`src/rtl/approx_mult_error_engine_pkg.sv`:
```
// Shared constants for the approximate-multiplier error engine.
// Holds default operand/fraction widths, derived product/quotient widths,
// the number of operand pairs, and the sweep FSM state encoding.
package approx_mult_error_engine_pkg;

  localparam int WIDTH_DEF = 4;
  localparam int FRAC_DEF  = 8;
  localparam int PW_DEF    = 2 * WIDTH_DEF;
  localparam int QW_DEF    = PW_DEF + FRAC_DEF;
  localparam int N_DEF     = 1 << (2 * WIDTH_DEF);

  typedef logic [2:0] state_t;

  localparam state_t S_IDLE    = 3'd0;
  localparam state_t S_APPLY   = 3'd1;
  localparam state_t S_CAPTURE = 3'd2;
  localparam state_t S_DIV     = 3'd3;
  localparam state_t S_ACCUM   = 3'd4;
  localparam state_t S_DONE    = 3'd5;

endpackage

```
`src/rtl/approx_mult_error_engine_divider.sv`:
```
// seq_restoring_divider: unsigned restoring divider, one quotient bit per cycle.
// Ports: clk/rst, start loads dividend[QW] and divisor[PW]; quotient[QW] is
// valid (and valid pulses) QW cycles after start. Divisor must be non-zero.
module seq_restoring_divider #(
  parameter int QW = 16,
  parameter int PW = 8
) (
  input  logic          clk,
  input  logic          rst,
  input  logic          start,
  input  logic [QW-1:0] dividend,
  input  logic [PW-1:0] divisor,
  output logic [QW-1:0] quotient,
  output logic          valid
);

  localparam int CW = $clog2(QW + 1);

  logic [PW-1:0] r_rem;
  logic [PW-1:0] r_dvs;
  // Dividend bits shift out the top while quotient bits shift in at the bottom,
  // so after QW steps this register holds the quotient.
  logic [QW-1:0] r_dvd;
  logic [CW-1:0] r_cnt;
  logic          r_valid;

  logic [PW:0]   w_trial;
  logic          w_ge;
  logic [PW-1:0] w_diff;

  assign w_trial = {r_rem, r_dvd[QW-1]};
  assign w_ge    = (w_trial >= {1'b0, r_dvs});
  // When w_ge holds the true difference is below the divisor, so the low PW
  // bits of a modular subtraction are exact.
  assign w_diff  = w_trial[PW-1:0] - r_dvs;

  always_ff @(posedge clk or posedge rst) begin
    if (rst) begin
      r_rem   <= '0;
      r_dvs   <= '0;
      r_dvd   <= '0;
      r_cnt   <= '0;
      r_valid <= 1'b0;
    end else begin
      r_valid <= 1'b0;
      if (start) begin
        r_rem <= '0;
        r_dvs <= divisor;
        r_dvd <= dividend;
        r_cnt <= CW'(QW);
      end else if (r_cnt != '0) begin
        r_rem <= w_ge ? w_diff : w_trial[PW-1:0];
        r_dvd <= {r_dvd[QW-2:0], w_ge};
        r_cnt <= r_cnt - 1'b1;
        if (r_cnt == CW'(1)) r_valid <= 1'b1;
      end
    end
  end

  assign quotient = r_dvd;
  assign valid    = r_valid;

endmodule

```
`src/rtl/approx_mult_error_engine.sv`:
```
// approx_mult_error_engine: sweeps every operand pair through an external
// approximate multiplier, compares against the exact product and accumulates
// abs-error sum, error count, max error and fixed-point relative-error sum.
// Ports: clk/rst, start -> busy/done; op_a/op_b out, approx_result in; results out.
module approx_mult_error_engine
  import approx_mult_error_engine_pkg::*;
#(
  parameter  int WIDTH  = WIDTH_DEF,
  parameter  int FRAC   = FRAC_DEF,
  parameter  int SETTLE = 1,
  localparam int PW     = 2 * WIDTH,
  localparam int QW     = PW + FRAC,
  localparam int IW     = 2 * WIDTH
) (
  input  logic             clk,
  input  logic             rst,
  input  logic             start,
  output logic             busy,
  output logic             done,
  output logic [WIDTH-1:0] op_a,
  output logic [WIDTH-1:0] op_b,
  input  logic [PW-1:0]    approx_result,
  output logic [2*PW-1:0]  sum_abs_err,
  output logic [IW:0]      err_count,
  output logic [PW-1:0]    max_err,
  output logic [QW+IW-1:0] sum_rel_err,
  output logic [QW-1:0]    mean_rel_err
);

  localparam int SAW = 2 * PW;
  localparam int CNW = IW + 1;
  localparam int SRW = QW + IW;
  localparam int CW  = $clog2(QW + 16);

  localparam logic [CW-1:0] SET_LAST = CW'(SETTLE - 1);
  localparam logic [CW-1:0] DIV_LAST = CW'(QW - 1);
  localparam logic [IW-1:0] IDX_LAST = '1;

  state_t          r_state;
  logic [IW-1:0]   r_idx;
  logic [CW-1:0]   r_cnt;
  logic [PW-1:0]   r_exact;
  logic [PW-1:0]   r_d;
  logic [SAW-1:0]  r_sum_abs;
  logic [CNW-1:0]  r_err_cnt;
  logic [PW-1:0]   r_max;
  logic [SRW-1:0]  r_sum_rel;

  logic [PW-1:0]   w_a_ext;
  logic [PW-1:0]   w_b_ext;
  logic [PW-1:0]   w_exact;
  logic [PW-1:0]   w_d;
  logic            w_div_start;
  logic [QW-1:0]   w_dividend;
  logic [QW-1:0]   w_quot;
  logic            w_div_valid;
  logic [QW-1:0]   w_rel;

  assign op_a    = r_idx[IW-1:WIDTH];
  assign op_b    = r_idx[WIDTH-1:0];
  assign w_a_ext = {{WIDTH{1'b0}}, op_a};
  assign w_b_ext = {{WIDTH{1'b0}}, op_b};
  assign w_exact = w_a_ext * w_b_ext;
  assign w_d     = (approx_result >= w_exact) ? (approx_result - w_exact)
                                              : (w_exact - approx_result);

  // The divider is launched straight from CAPTURE with the live values, so it
  // never sees a zero divisor.
  assign w_div_start = (r_state == S_CAPTURE) && (w_exact != '0);
  assign w_dividend  = {w_d, {FRAC{1'b0}}};

  seq_restoring_divider #(
    .QW (QW),
    .PW (PW)
  ) u_div (
    .clk      (clk),
    .rst      (rst),
    .start    (w_div_start),
    .dividend (w_dividend),
    .divisor  (w_exact),
    .quotient (w_quot),
    .valid    (w_div_valid)
  );

  // Relative error contributes nothing for pairs whose exact product is zero.
  assign w_rel = ((r_exact == '0) || !w_div_valid) ? '0 : w_quot;

  always_ff @(posedge clk or posedge rst) begin
    if (rst) begin
      r_state   <= S_IDLE;
      r_idx     <= '0;
      r_cnt     <= '0;
      r_exact   <= '0;
      r_d       <= '0;
      r_sum_abs <= '0;
      r_err_cnt <= '0;
      r_max     <= '0;
      r_sum_rel <= '0;
    end else begin
      case (r_state)
        S_IDLE: begin
          if (start) begin
            r_idx     <= '0;
            r_cnt     <= '0;
            r_exact   <= '0;
            r_d       <= '0;
            r_sum_abs <= '0;
            r_err_cnt <= '0;
            r_max     <= '0;
            r_sum_rel <= '0;
            r_state   <= S_APPLY;
          end
        end
        S_APPLY: begin
          if (r_cnt == SET_LAST) begin
            r_cnt   <= '0;
            r_state <= S_CAPTURE;
          end else begin
            r_cnt <= r_cnt + 1'b1;
          end
        end
        S_CAPTURE: begin
          r_exact <= w_exact;
          r_d     <= w_d;
          r_cnt   <= '0;
          r_state <= (w_exact == '0) ? S_ACCUM : S_DIV;
        end
        S_DIV: begin
          // Leaves on the same edge the divider retires its last bit.
          if (r_cnt == DIV_LAST) begin
            r_cnt   <= '0;
            r_state <= S_ACCUM;
          end else begin
            r_cnt <= r_cnt + 1'b1;
          end
        end
        S_ACCUM: begin
          r_sum_abs <= r_sum_abs + SAW'(r_d);
          r_err_cnt <= r_err_cnt + CNW'(r_d != '0);
          if (r_d > r_max) r_max <= r_d;
          r_sum_rel <= r_sum_rel + SRW'(w_rel);
          if (r_idx == IDX_LAST) begin
            r_state <= S_DONE;
          end else begin
            r_idx   <= r_idx + 1'b1;
            r_state <= S_APPLY;
          end
        end
        S_DONE:  r_state <= S_IDLE;
        default: r_state <= S_IDLE;
      endcase
    end
  end

  assign busy         = (r_state == S_APPLY) || (r_state == S_CAPTURE) ||
                        (r_state == S_DIV)   || (r_state == S_ACCUM);
  assign done         = (r_state == S_DONE);
  assign sum_abs_err  = r_sum_abs;
  assign err_count    = r_err_cnt;
  assign max_err      = r_max;
  assign sum_rel_err  = r_sum_rel;
  // Mean over all N pairs, zero-product pairs included; plain truncation.
  assign mean_rel_err = r_sum_rel[SRW-1:IW];

endmodule
```
`config.mk`:
```
export PLATFORM = sky130hd
export DESIGN_NAME = approx_mult_error_engine
export DESIGN_NICKNAME = d
export VERILOG_FILES = /design/src/rtl/approx_mult_error_engine_pkg.sv /design/src/rtl/approx_mult_error_engine_divider.sv /design/src/rtl/approx_mult_error_engine.sv
export SDC_FILE = /design/constraint.sdc
export NUM_CORES = 1
export LEC_CHECK = 0
export CAP_MARGIN = 5
export CORE_UTILIZATION = 58
export CTS_BUF_LIST = sky130_fd_sc_hd__clkbuf_8 sky130_fd_sc_hd__clkbuf_16
export CTS_CLUSTER_SIZE = 10
export DETAILED_ROUTE_END_ITERATION = 6
export PLACE_DENSITY = 0.82
export SKIP_CTS_REPAIR_TIMING = 1
export SLEW_MARGIN = 0
export SYNTH_ARGS = -nofsm -noshare
export SYNTH_HDL_FRONTEND = slang
export SYNTH_SLANG_ARGS = --single-unit
```
`constraint.sdc`:
```
create_clock -name clk -period 5.4 [get_ports clk]
set_clock_uncertainty 0.05 [all_clocks]
set_input_delay 1.62 -clock clk [delete_from_list [all_inputs] [get_ports clk]]
set_output_delay 1.62 -clock clk [all_outputs]
set_load 0.01 [all_outputs]
```
After elaboration in Yosys (flattened, before gate mapping)
Index checks and enable logic that the tools add are counted.

cells by class
  multipliers = 1
  muxes and demuxes = 35
  $add $sub $neg = 9
  order comparisons = 3
  equal/unequal tests = 13
  reduce and logical (&&, ||, !) cells = 23

operators with widths
  operator               number
  $mux W16               4
  $pmux W8 S2            4
  $mux W8                7
  $pmux W24 S2           1
  $pmux W16 S2           1
  $mux W5                5
  $add A24 B16 Y24       1
  $mux W24               1
  $sub A8 B8 Y8          3
  $pmux W5 S4            1
  $pmux W9 S2            1
  $add A16 B8 Y16        1
  $logic_not A8 Y1       2
  $reduce_bool A8 Y1     2
  $mux W3                5
  $pmux W3 S5            1
  $ne A2 B2 Y1 const B   5
  $add A9 B1 Y9          1
  $ge A9 B8 Y1           1
  $mux W9                1
  $reduce_and A3 Y1      3
  $add A8 B1 Y8 const B  1
  $eq A8 B8 Y1 const B   1
  $ge A8 B8 Y1           1
  other kinds (19)       30

storage, ports and cells
  input bits = 11
  logic and storage cells = 98
  register bits = 127
  output and inout bits = 83

Longest topological paths before layout
Gate-level depths: netlist of run 1.

  depth in word-level cells = 5
  depth in mapped cells = 19
  mapped depth without buffers = 18

Modules after synthesis
A second synthesis of run 1 with hierarchy kept.

unflattened totals
  cell total of the unflattened synthesis = 954
  area total of the unflattened synthesis = 8690.8 um2

by module, submodules not included
  module                    seq. area each (um2)  area an instance (um2)  instances  cells each
  approx_mult_error_engine  2227.1                6483.7                  1          714
  seq_restoring_divider     950.9                 2207.1                  1          240

Worst setup path before layout of run 1
OpenSTA, ideal clock, no wires.

  path type = flip-flop to flip-flop
  start = register r_idx[3]
  end = register r_d[4]
  setup time = 133 ps
  period minus slack after synthesis = 4446 ps
  setup slack = 954 ps
  arrival time = 4262 ps
  buffers on the path = 2
  required time = 5217 ps
  cell stages (with the launch flop) = 18
  path through = dfrtp_1 > nand2_1 > fa_1 > inv_1 > fa_1 > ha_1 > and3_1 > o21a_1 > nor2_1 > ha_1 > buf_2 > a21o_1 > a21o_1 > a211oi_2 > buf_2 > mux2i_1 > xor2_1 > o21ai_0

between the ends
  longest elaborated chain between the ends = 4
  elaborated cells on any way between the ends = 6
  those cells by class = add/sub (2); mul (1); order compare (1); mux (2)

RTL lines
  what                    RTL line                                text
  from (decl)             approx_mult_error_engine.sv:40          logic [IW-1:0] r_idx;
  from (signal assigned)  approx_mult_error_engine.sv:145         r_idx <= r_idx + 1'b1;
  $mul A4 B4 Y8           approx_mult_error_engine.sv:63          assign w_exact = w_a_ext * w_b_ext;
  via u_div.divisor[5]    approx_mult_error_engine_divider.sv:12  input logic [PW-1:0] divisor,
  $ge A8 B8 Y1            approx_mult_error_engine.sv:64          assign w_d = (approx_result >= w_exact) ? (approx_result - w_exact)
  $mux W8                 approx_mult_error_engine.sv:64
  $pmux W8 S2             approx_mult_error_engine.sv:100         case (r_state)
  to (signal assigned)    approx_mult_error_engine.sv:124         r_d <= w_d;
  to (decl)               approx_mult_error_engine.sv:43          logic [PW-1:0] r_d;

The timed path passes the listed nets, and every way through them passes these cells.
A chain may end at the register's enable or synchronous reset.

Final worst setup path of run 1
Same ends and word-level chain as after synthesis.

==> results of run 1 <==
-- worst paths after layout --
| kind | from | to | slack [ns] | cells after the start |
|---|---|---|---|---|
| min | r_exact[2] | r_exact[2] | 0.44 | 2 |
| min reg2reg | r_exact[2] | r_exact[2] | 0.44 | 2 |
| max | r_idx[3] | r_d[4] | 0.68 | 16 |
| max reg2reg | r_idx[3] | r_d[4] | 0.68 | 16 |
| max in group asynchronous | rst | r_idx[6] | 2.84 | 3 |
| min in group asynchronous | rst | sum_rel_err[19] | 1.65 | 2 |
-- cells by family after synthesis --
kind of cell               share of synthesized area
muxes                                         0.0349
and+or+nand+nor                                0.185
xor gates and xnor gates                      0.0325
adders and majority gates                      0.132
DFF                                            0.368
buffers and inverters                         0.0600
AOI/OAI and AO/OA                              0.187
-- state kept, by name (all words and copies together) (netlist names) --
register,cells
sum_rel_err,24
sum_abs_err,16
u_div.r_cnt,5
r_state,3
u_div.r_dvs,8
u_div.valid,1
r_idx,8
r_d,8
err_count,9
r_exact,8
r_cnt,5
u_div.r_rem,8
u_div.quotient,16
max_err,8
-- final cells by class --
| class | instances | area (um2) |
|---|---|---|
| Clock buffer | 19 | 453 |
| Clock inverter | 13 | 123 |
| Fill cell | 1097 | 4350 |
| Inverter | 62 | 235 |
| Multi-Input combinational cell | 715 | 4960 |
| Sequential cell | 127 | 3180 |
| Tap cell | 184 | 230 |
| Timing Repair Buffer | 101 | 1000 |
-- critical path, cell delays in order, from the launching register on --
cell and delay, ns:
dfrtp_1 0.45, nand2_1 0.15, fa_1 0.57, inv_1 0.06, fa_1 0.49, ha_1 0.30
and3_1 0.17, o21a_1 0.22, nor2_1 0.36, ha_1 0.41, a21o_1 0.21, a21o_1 0.18
a211oi_2 0.20, buf_4 0.21, mux2i_1 0.23, xor2_1 0.21, o21ai_0 0.12
-- synth_stat cells (11+ instances only) --
cell	count	area (um2)
xor2_1	14	123
o21a_1	12	90.1
dfrtp_1	127	3180
clkbuf_1	29	109
nor3_1	18	90.1
inv_1	62	233
xnor2_1	18	158
mux2i_1	20	200
nor2_1	63	236
nand2_1	103	387
nand4_1	11	68.8
a21o_1	15	113
ha_1	77	963
o21ai_0	71	355
o211ai_1	11	82.6
a21oi_1	50	250
buf_4	16	120
nand3_1	51	255
a211oi_2	14	175
nor2b_1	22	138
and2_1	27	169
-- placed cells by master (no fill, tap or decap), drive strengths merged, types with 20 or more instances in the layout --
cell type	count
and2	27
nand3	51
nor2	64
a21oi	50
ha	77
nand2	103
clkdlybuf4s50	93
nor2b	22
o21ai	73
inv	64
a211oi	20
mux2i	20
dfrtp	127
-- through the flow --
step	instances	hold WS, ns	total power, mW	utilization	setup slack, ns
2_1_floorplan	958	0.396	2.73	-	0.346
3_3_place_gp	1189	0.418	3.17	0.661	0.888
3_5_place_dp	1189	0.425	3.24	0.661	0.722
4_1_cts	1221	0.441	4.37	0.701	0.691
5_1_grt	1221	0.453	4.67	0.701	0.322
6_report	1221	0.440	4.35	0.701	0.680
-- routing by layer --
| metal | vias to the layer above | GRT usage | routed length (um) |
|---|---|---|---|
| li1 | 3505 | - | - |
| met1 | 3429 | 0.362 | 8720 |
| met2 | 194 | 0.445 | 9230 |
| met3 | 36 | 0.0449 | 894 |
| met4 | 0 | 0.0952 | 415 |
| met5 | - | 0 | 0 |
-- report_power, final --
part / switching (mW) / internal, mW / total (mW)
logic: 0.947 / 0.829 / 1.78
clock network: 0.421 / 0.694 / 1.12
registers: 0.265 / 1.20 / 1.46
total: 1.63 / 2.72 / 4.35
==> impl_metrics.py, run 1 <==
metrics = {
    "worst_setup_path": {
        "setup.worst_path.end_class": "flip-flop",
        "cp.required_ns": 5.62,
        "worst_ep_arrival_time_ns": 4.94,
        "crit_fanout": 11,
        "startpoint_type": "flip-flop",
        "critPathKind": "flip-flop to flip-flop",
    },
    "cts": {
        "clkSinkCount": 127,
        "clockBufferDepth": 2,
        "clk_pin_slew_ns": 0.06,
        "root_buffer": "clkbuf_16",
        "h-tree-depth": 4,
        "cts_buffers": 17,
        "cts_tree": "built",
        "clk_latency_ns": 0.42,
    },
    "global_routing": {
        "grt_max_degree": 65,
        "grt_pass1_vias": 6688,
        "grt_pass1_wl_mm": 32.5,
        "grt_overflow": 0,
        "grt_util_all_layers": 0.271,
        "antenna_found_initial": 0,
    },
    "synthesis": {
        "syn_area_mm2": 0.00864,
        "synthCells": 958,
        "synth_cell_types": 68,
        "ys_ff_latch": 127,
        "ys.flop_type": "dfrtp_1",
        "syn-num-nets": 1055,
        "synthArstFlopShare": 1.00,
        "syn_area_per_cell_um2": 9.01,
        "synth_seq_area_share": 0.368,
        "yosys_warnings": 0,
        "synth-edff-count": 0,
    },
    "power": {
        "leakagePower_nw": 4.63,
        "vdd_drop_max_v": 0.000216,
        "power-per-cell-area_mw_per_mm2": 428,
    },
    "cells_and_area": {
        "syn_to_final_growth_pct": 17.9,
        "nets": 1121,
        "diodes": 0,
        "fin_area_mm2": 0.0102,
        "drive_gt1_frac": 0.0752,
    },
    "routing": {
        "final_antenna_net_count": 0,
        "vias": 7164,
        "wire_per_inst_um": 15.8,
        "drc": 0,
        "routed_wl_mm": 19.3,
        "vias_per_cell": 5.87,
        "drt-initial-drc-count": 505,
        "first_pass_iters": 4,
    },
    "timing": {
        "drv_slew": 0,
        "max_freq_mhz": 212,
        "slew_headroom": 0.290,
        "finalHoldViolCount": 0,
        "setup_viol": 0,
        "timing.setup.tns_ns": 0,
        "rsz0062_at_grt": "false",
        "worst_pin_slew_ns": 1.06,
        "finalCritPeriodShare": 0.874,
        "fin_crit_ns": 4.72,
    },
    "die": {
        "num_rows": 44,
        "die_h_um": 124,
        "die_w_um": 124,
        "initial_core_util": 0.594,
        "pin_count": 94,
        "die_area_mm2": 0.0154,
        "core_mm2": 0.0145,
    },
    "min_path": {
        "hold_path.class": "flip-flop to flip-flop",
    },
    "job": {
        "drv_cap": 0,
    },
    "placement": {
        "io_buffer_count": 93,
        "place_area_mm2": 0.00961,
        "dpl.hpwl_mm": 13.7,
        "globalplace.congestion": 0.872,
    },
    "run_status": {
        "outcome": "completed",
    },
}
Power figures use the tool's default switching activity.
==> run 2: changes to the inputs <==
PLACE_DENSITY = unset   (was 0.82)
PLACE_DENSITY_LB_ADDON = 0.15   (was unset)
==> run 2 against run 1 <==
- sequential power barely moved
- clock power down 9%
- cell count is 0.16% lower
- utilization fell by 0.40 points
- sequential share of layout area up 0.18 points
- non-clock buffer count is 1 higher
- worst setup slack improved by 0.088 ns
- register-to-register slack improved by 0.09 ns
- clock-buffer cell count shrank 2
- total power fell by 2.3%
- first-iteration DRC count fell by 24%
- fmax rose by 1.9%
- critical path type unchanged
- critical endpoint is now u_div.quotient[11]
- largest power group unchanged
==> impl_metrics.py, run 2 (same netlist as run 1, synthesis figures left out) <==
metrics = {
    "run_status": {
        "outcome": "completed",
    },
    "global_routing": {
        "grt_pass1_vias": 6348,
        "grt_util_all_layers": 0.258,
        "antenna_found_initial": 0,
        "grt_overflow": 0,
        "grt_pass1_wl_mm": 30.8,
        "grt_max_degree": 128,
    },
    "cells_and_area": {
        "largest_reg_flops": 24,
        "multi_input_area_mm2": 0.00496,
        "stdcell_count": 1219,
        "nFillCells": 1170,
        "diodes": 0,
        "layout_common_cells": "dfrtp_1 (127), nand2_1 (102), clkdlybuf4s50_1 (93), ha_1 (77), o21ai_0 (71)",
        "regArea_mm2": 0.00318,
        "nets": 1122,
        "fin_util": 0.697,
        "drive_gt1_frac": 0.0725,
        "layout_commonest_cell": "dfrtp_1",
        "syn_to_final_growth_pct": 17.2,
    },
    "routing": {
        "final_antenna_net_count": 0,
        "drt-initial-drc-count": 385,
        "wire_per_inst_um": 15.3,
        "routed_wl_mm": 18.7,
        "vias": 6993,
        "first_pass_iters": 6,
        "drc": 0,
        "vias_per_cell": 5.74,
    },
    "die": {
        "num_rows": 44,
        "core_mm2": 0.0145,
        "die_h_um": 124,
        "die_area_mm2": 0.0154,
        "initial_core_util": 0.594,
        "pin_count": 94,
        "die_w_um": 124,
    },
    "placement": {
        "dpl.hpwl_mm": 13.5,
        "io_buffer_count": 93,
        "globalplace.congestion": 0.878,
        "dp_worst_setup_slack_ns": 0.808,
        "placed_cells_incl_taps": 1190,
    },
    "cts": {
        "clockBufferDepth": 2,
        "clk_latency_ns": 0.42,
        "cts_buffers": 17,
        "cts_tree": "built",
        "clkSinkCount": 127,
        "root_buffer": "clkbuf_16",
        "clk_pin_slew_ns": 0.05,
        "h-tree-depth": 4,
    },
    "worst_setup_path": {
        "worst_ep_arrival_time_ns": 4.85,
        "regToRegSetupSlack_ns": 0.77,
        "crit_start": "r_idx[4]",
        "crit_family": "adder cells",
        "startpoint_type": "flip-flop",
        "setup.worst_path.end_class": "flip-flop",
        "slowest_stage": "fa_1",
        "crit_fanout": 11,
        "timing.rr.start": "r_idx[4]",
        "cpPeakStageDelay_ns": 0.55,
        "endpoint": "u_div.quotient[11]",
        "r2r-end": "u_div.quotient[11]",
        "cp.required_ns": 5.61,
        "path_depth": 17,
        "reg2reg_depth": 17,
        "path_cells": "nand2_1 > fa_1 > inv_1 > fa_1 > ha_1 > and3_1 > o21a_1 > nor2_1 > ha_1 > a21o_1 > a21o_1 > a211oi_2 > buf_4 > nor3_1 > a31oi_1 > xnor2_1 > a21oi_1",
        "crit_buf_inv": 2,
        "critPathKind": "flip-flop to flip-flop",
    },
    "timing": {
        "worst_pin_slew_ns": 1.11,
        "setup_viol": 0,
        "max_freq_mhz": 216,
        "rsz0062_at_grt": "false",
        "finalHoldViolCount": 0,
        "timing.setup.tns_ns": 0,
        "finalCritPeriodShare": 0.858,
        "drv_slew": 0,
        "worst_slack_ns": 0.768,
        "slew_headroom": 0.256,
        "fin_crit_ns": 4.63,
    },
    "power": {
        "leakagePower_nw": 4.62,
        "power-per-cell-area_mw_per_mm2": 420,
        "vdd_drop_max_v": 0.000262,
    },
    "job": {
        "drv_cap": 0,
    },
    "min_path": {
        "hold_depth": 2,
        "hold_path.class": "flip-flop to flip-flop",
    },
}
==> run 2: cell types whose count changed in the layout (fill, tap and decap cells not counted) <==
cell        delta
bufinv_16      -1
clkinvlp_4     -3
clkinv_2       +2
clkbuf_8       -2
inv_1          +1
buf_4          +1
==> run 2: how the worst min path moves through the flow <==
stage | from | to | slack, ns
3_3_place_gp | r_exact[1] | r_exact[1] | 0.42
5_1_grt | r_exact[1] | r_exact[1] | 0.46
3_5_place_dp | r_exact[6] | r_exact[6] | 0.42
6_report | r_exact[7] | r_exact[7] | 0.44
4_1_cts | r_exact[6] | r_exact[6] | 0.44
2_1_floorplan | r_exact[7] | r_exact[7] | 0.40
==> run 2: layout make-up <==
type / count / share of cell area
clock buffer: 17 / 0.0420
clock inverter: 12 / 0.00828
inverter: 62 / 0.0232
multi-input combinational: 715 / 0.490
sequential: 127 / 0.314
tap: 184 / 0.0227
timing repair buffer: 102 / 0.0999
==> run 2: worst reg2reg max path: stages (launching register included) <==
cell,delay (ns)
dfrtp_1,0.44
nand2_1,0.13
fa_1,0.55
inv_1,0.05
fa_1,0.41
ha_1,0.34
and3_1,0.21
o21a_1,0.21
nor2_1,0.35
ha_1,0.41
a21o_1,0.21
a21o_1,0.18
a211oi_2,0.20
buf_4,0.21
nor3_1,0.07
a31oi_1,0.18
xnor2_1,0.17
a21oi_1,0.09
==> run 2: metrics by stage <==
stage               hold WS [ns]  instance area (um2)  total power, mW
global placement           0.418                 9620             3.20
floorplan                  0.396                 8640             2.73
CTS                        0.435                10100             4.28
detailed placement         0.424                 9620             3.24
global route               0.458                10100             4.56
finish                     0.435                10100             4.25
==> run 2: power by group <==
part	total (mW)	switching, mW	leakage [nW]	internal (mW)
Clock	1.02	0.405	0.267	0.611
Sequential	1.46	0.265	1.68	1.20
Combinational	1.77	0.942	2.67	0.832
==> run 2: per-layer routing <==
| metal | GRT usage | wire length (um) | vias up |
|---|---|---|---|
| met5 | 0 | 0 | - |
| met4 | 0.0632 | 193 | 0 |
| met3 | 0.0472 | 776 | 20 |
| met2 | 0.420 | 8740 | 159 |
| met1 | 0.355 | 8970 | 3307 |
| li1 | - | - | 3507 |
==> run 3: changes to the inputs <==
SKIP_CTS_REPAIR_TIMING = unset   (was 1)
==> results of run 3 <==
No change in the layout: final DEF, timing and power equal those of run 2.
==> RTL edit (config.mk and constraints of run 2) <==
Set the package constant `WIDTH_DEF` to 3 (it was 4).
--- a/src/rtl/approx_mult_error_engine_pkg.sv
+++ b/src/rtl/approx_mult_error_engine_pkg.sv
@@ -3,7 +3,7 @@
 // the number of operand pairs, and the sweep FSM state encoding.
 package approx_mult_error_engine_pkg;
 
-  localparam int WIDTH_DEF = 4;
+  localparam int WIDTH_DEF = 3;
   localparam int FRAC_DEF  = 8;
   localparam int PW_DEF    = 2 * WIDTH_DEF;
   localparam int QW_DEF    = PW_DEF + FRAC_DEF;
Ports: changed (8 resized); port bits go from 94 to 76. No check against the original RTL was run, so the function may have changed too.
==> RTL edit against run 2 <==
  * Synthesized area shrank 25%
  * Largest cell class unchanged
  * Power decreased by 18%
  * Count of clock-buffer cells in the layout down 7
  * Worst setup slack improved by 0.73 ns
  * Worst hold slack better by 0.0070 ns
  * Critical path type unchanged
  * Sequential cell count shrank 25
  * Routed wire length shrank 22%
  * Final area is 27% lower
==> RTL edit: results (changes against run 2) <==
* Max reg flops at 20 (-17%)
* Crit path DAT at 4.10 ns (-0.75 ns)
* Mapped Nets at 766 (-27%)
* Top cell types by occurrence after synthesis: dfrtp_1, nand2_1, ha_1, a21oi_1, o21ai_0
* Routability-driven placement congestion ratio at 0.927 (+5.6%)
* Max stage delay cell, worst path: xnor2_1
* Total GRT Usage at 0.270 (+0.0124)
* Nets at 818 (-27%)
* Fin cells at 892 (-27%)
* Main flop type after synthesis: dfrtp_1
* Via count at 5,377 (-23%)
* Adder-Cell Fraction of Synth Area at 0.128 (-0.00416)
* Max incr delay on CP at 0.52 ns (-0.03 ns)
* Vias in the first global route at 5,121 (-19%)
* Worst-path fanout max at 6 (-5)
* WL/cell at 16.4 microns (+6.8%)
* Largest net degree at the start of global routing at 43 (-66%)
* H-tree Lvls at 3 (-1)
* Synth cell types at 66 (-2.9%)
* Worst VDD drop at 0.327 mV (+25%)
* Inst Count DP at 876 (-26%)
* XOR/XNOR Fraction of Synth Area at 0.0353 (+0.00281)
* Pre-CTS setup slack at 1.25 ns (+0.442 ns)
* Clk root buf: clkbuf_8
* Synth top area cells: dfrtp_1, ha_1, nand2_1
* Global-route wire length before repair at 24,800 microns (-20%)
* Detailed-placement wirelength estimate at 10,900 microns (-19%)
* Clk slew on worst S/H paths at 0.10 ns (+0.05 ns)
* Post-synthesis sequential area ratio at 0.395 (+0.0273)
* Leakage at 3.43 nW (-26%)
* Synth Area in Compound Gates at 0.199 (+0.0115)
* Slew HR at 0.287 (+0.0310)
* Share of layout cells above drive strength 1 at 0.0426 (-0.0299)
* Status: completed
* Post-Synthesis Cells at 695 (-27%)
* Clock Latency Late Sink at 0.37 ns (-0.05 ns)
* Area after DPL at 0.00720 sq mm (-25%)
* Total CTS buffers at 9 (-8)
RTL edit: changes by cell type in the layout (fill, tap and decap cells not counted), moves of 11 or more:
cell	run 2	this run
nor2_1	63	25
dfrtp_1	127	102
ha_1	77	55
clkdlybuf4s50_1	93	75
nand3_1	51	14
nor2b_1	22	5
clkbuf_16	17	0
o21ai_0	71	49
nand2_1	102	90
a211oi_2	14	0
o21ai_1	1	12
inv_1	64	35
RTL edit: logic make-up after synthesis:
| logic type | count (synthesis) |
|---|---|
| compound gates | 201 |
| xor+xnor | 26 |
| fa+ha+maj | 62 |
| buf+inv | 76 |
| flops | 102 |
| mux | 14 |
| simple gates | 214 |
RTL edit: path summary, 6_finish.rpt:
kind | start | to | slack, ns | depth (start not counted)
min | r_exact[4] | r_exact[4] | 0.44 | 2
min in group asynchronous | rst | u_div.quotient[3] | 1.61 | 2
max in group asynchronous | rst | u_div.r_rem[0] | 2.87 | 3
min reg2reg | r_exact[4] | r_exact[4] | 0.44 | 2
max | r_idx[3] | u_div.quotient[12] | 1.50 | 12
max reg2reg | r_idx[3] | u_div.quotient[12] | 1.50 | 12
RTL edit: report_power, final:
group / internal, mW / total [mW] / switching [mW] / leakage [nW]
Sequential: 1.02 / 1.30 / 0.277 / 1.35
Combinational: 0.813 / 1.75 / 0.933 / 1.98
Clock: 0.180 / 0.454 / 0.274 / 0.0980
Total: 2.01 / 3.50 / 1.48 / 3.43
RTL edit: metal layers:
metal / vias up / wire (microns) / global-route usage
li1: 2563 / - / -
met1: 2633 / 6670 / 0.371
met2: 165 / 7120 / 0.446
met3: 16 / 627 / 0.0400
met4: 0 / 191 / 0.0763
met5: - / 0 / 0
RTL edit: final cells by class:
| cell class | count | area [sq um] |
|---|---|---|
| clock buffers | 10 | 138 |
| clock inverters | 6 | 36.3 |
| fillers | 879 | 3470 |
| inverters | 36 | 138 |
| multi-input cells | 517 | 3540 |
| flip-flops and latches | 102 | 2550 |
| well taps | 140 | 175 |
| repair buffers | 81 | 796 |
RTL edit: worst max-delay path, delay by kind of cell, from the launching register on:
kind,cells,cell delay [ns]
AOI/OAI and AO/OA,2,0.38
xor gates and xnor gates,2,0.74
adders and majority gates,4,1.49
buffers and inverters,1,0.10
DFF,1,0.45
muxes,1,0.26
and+or+nand+nor,2,0.30
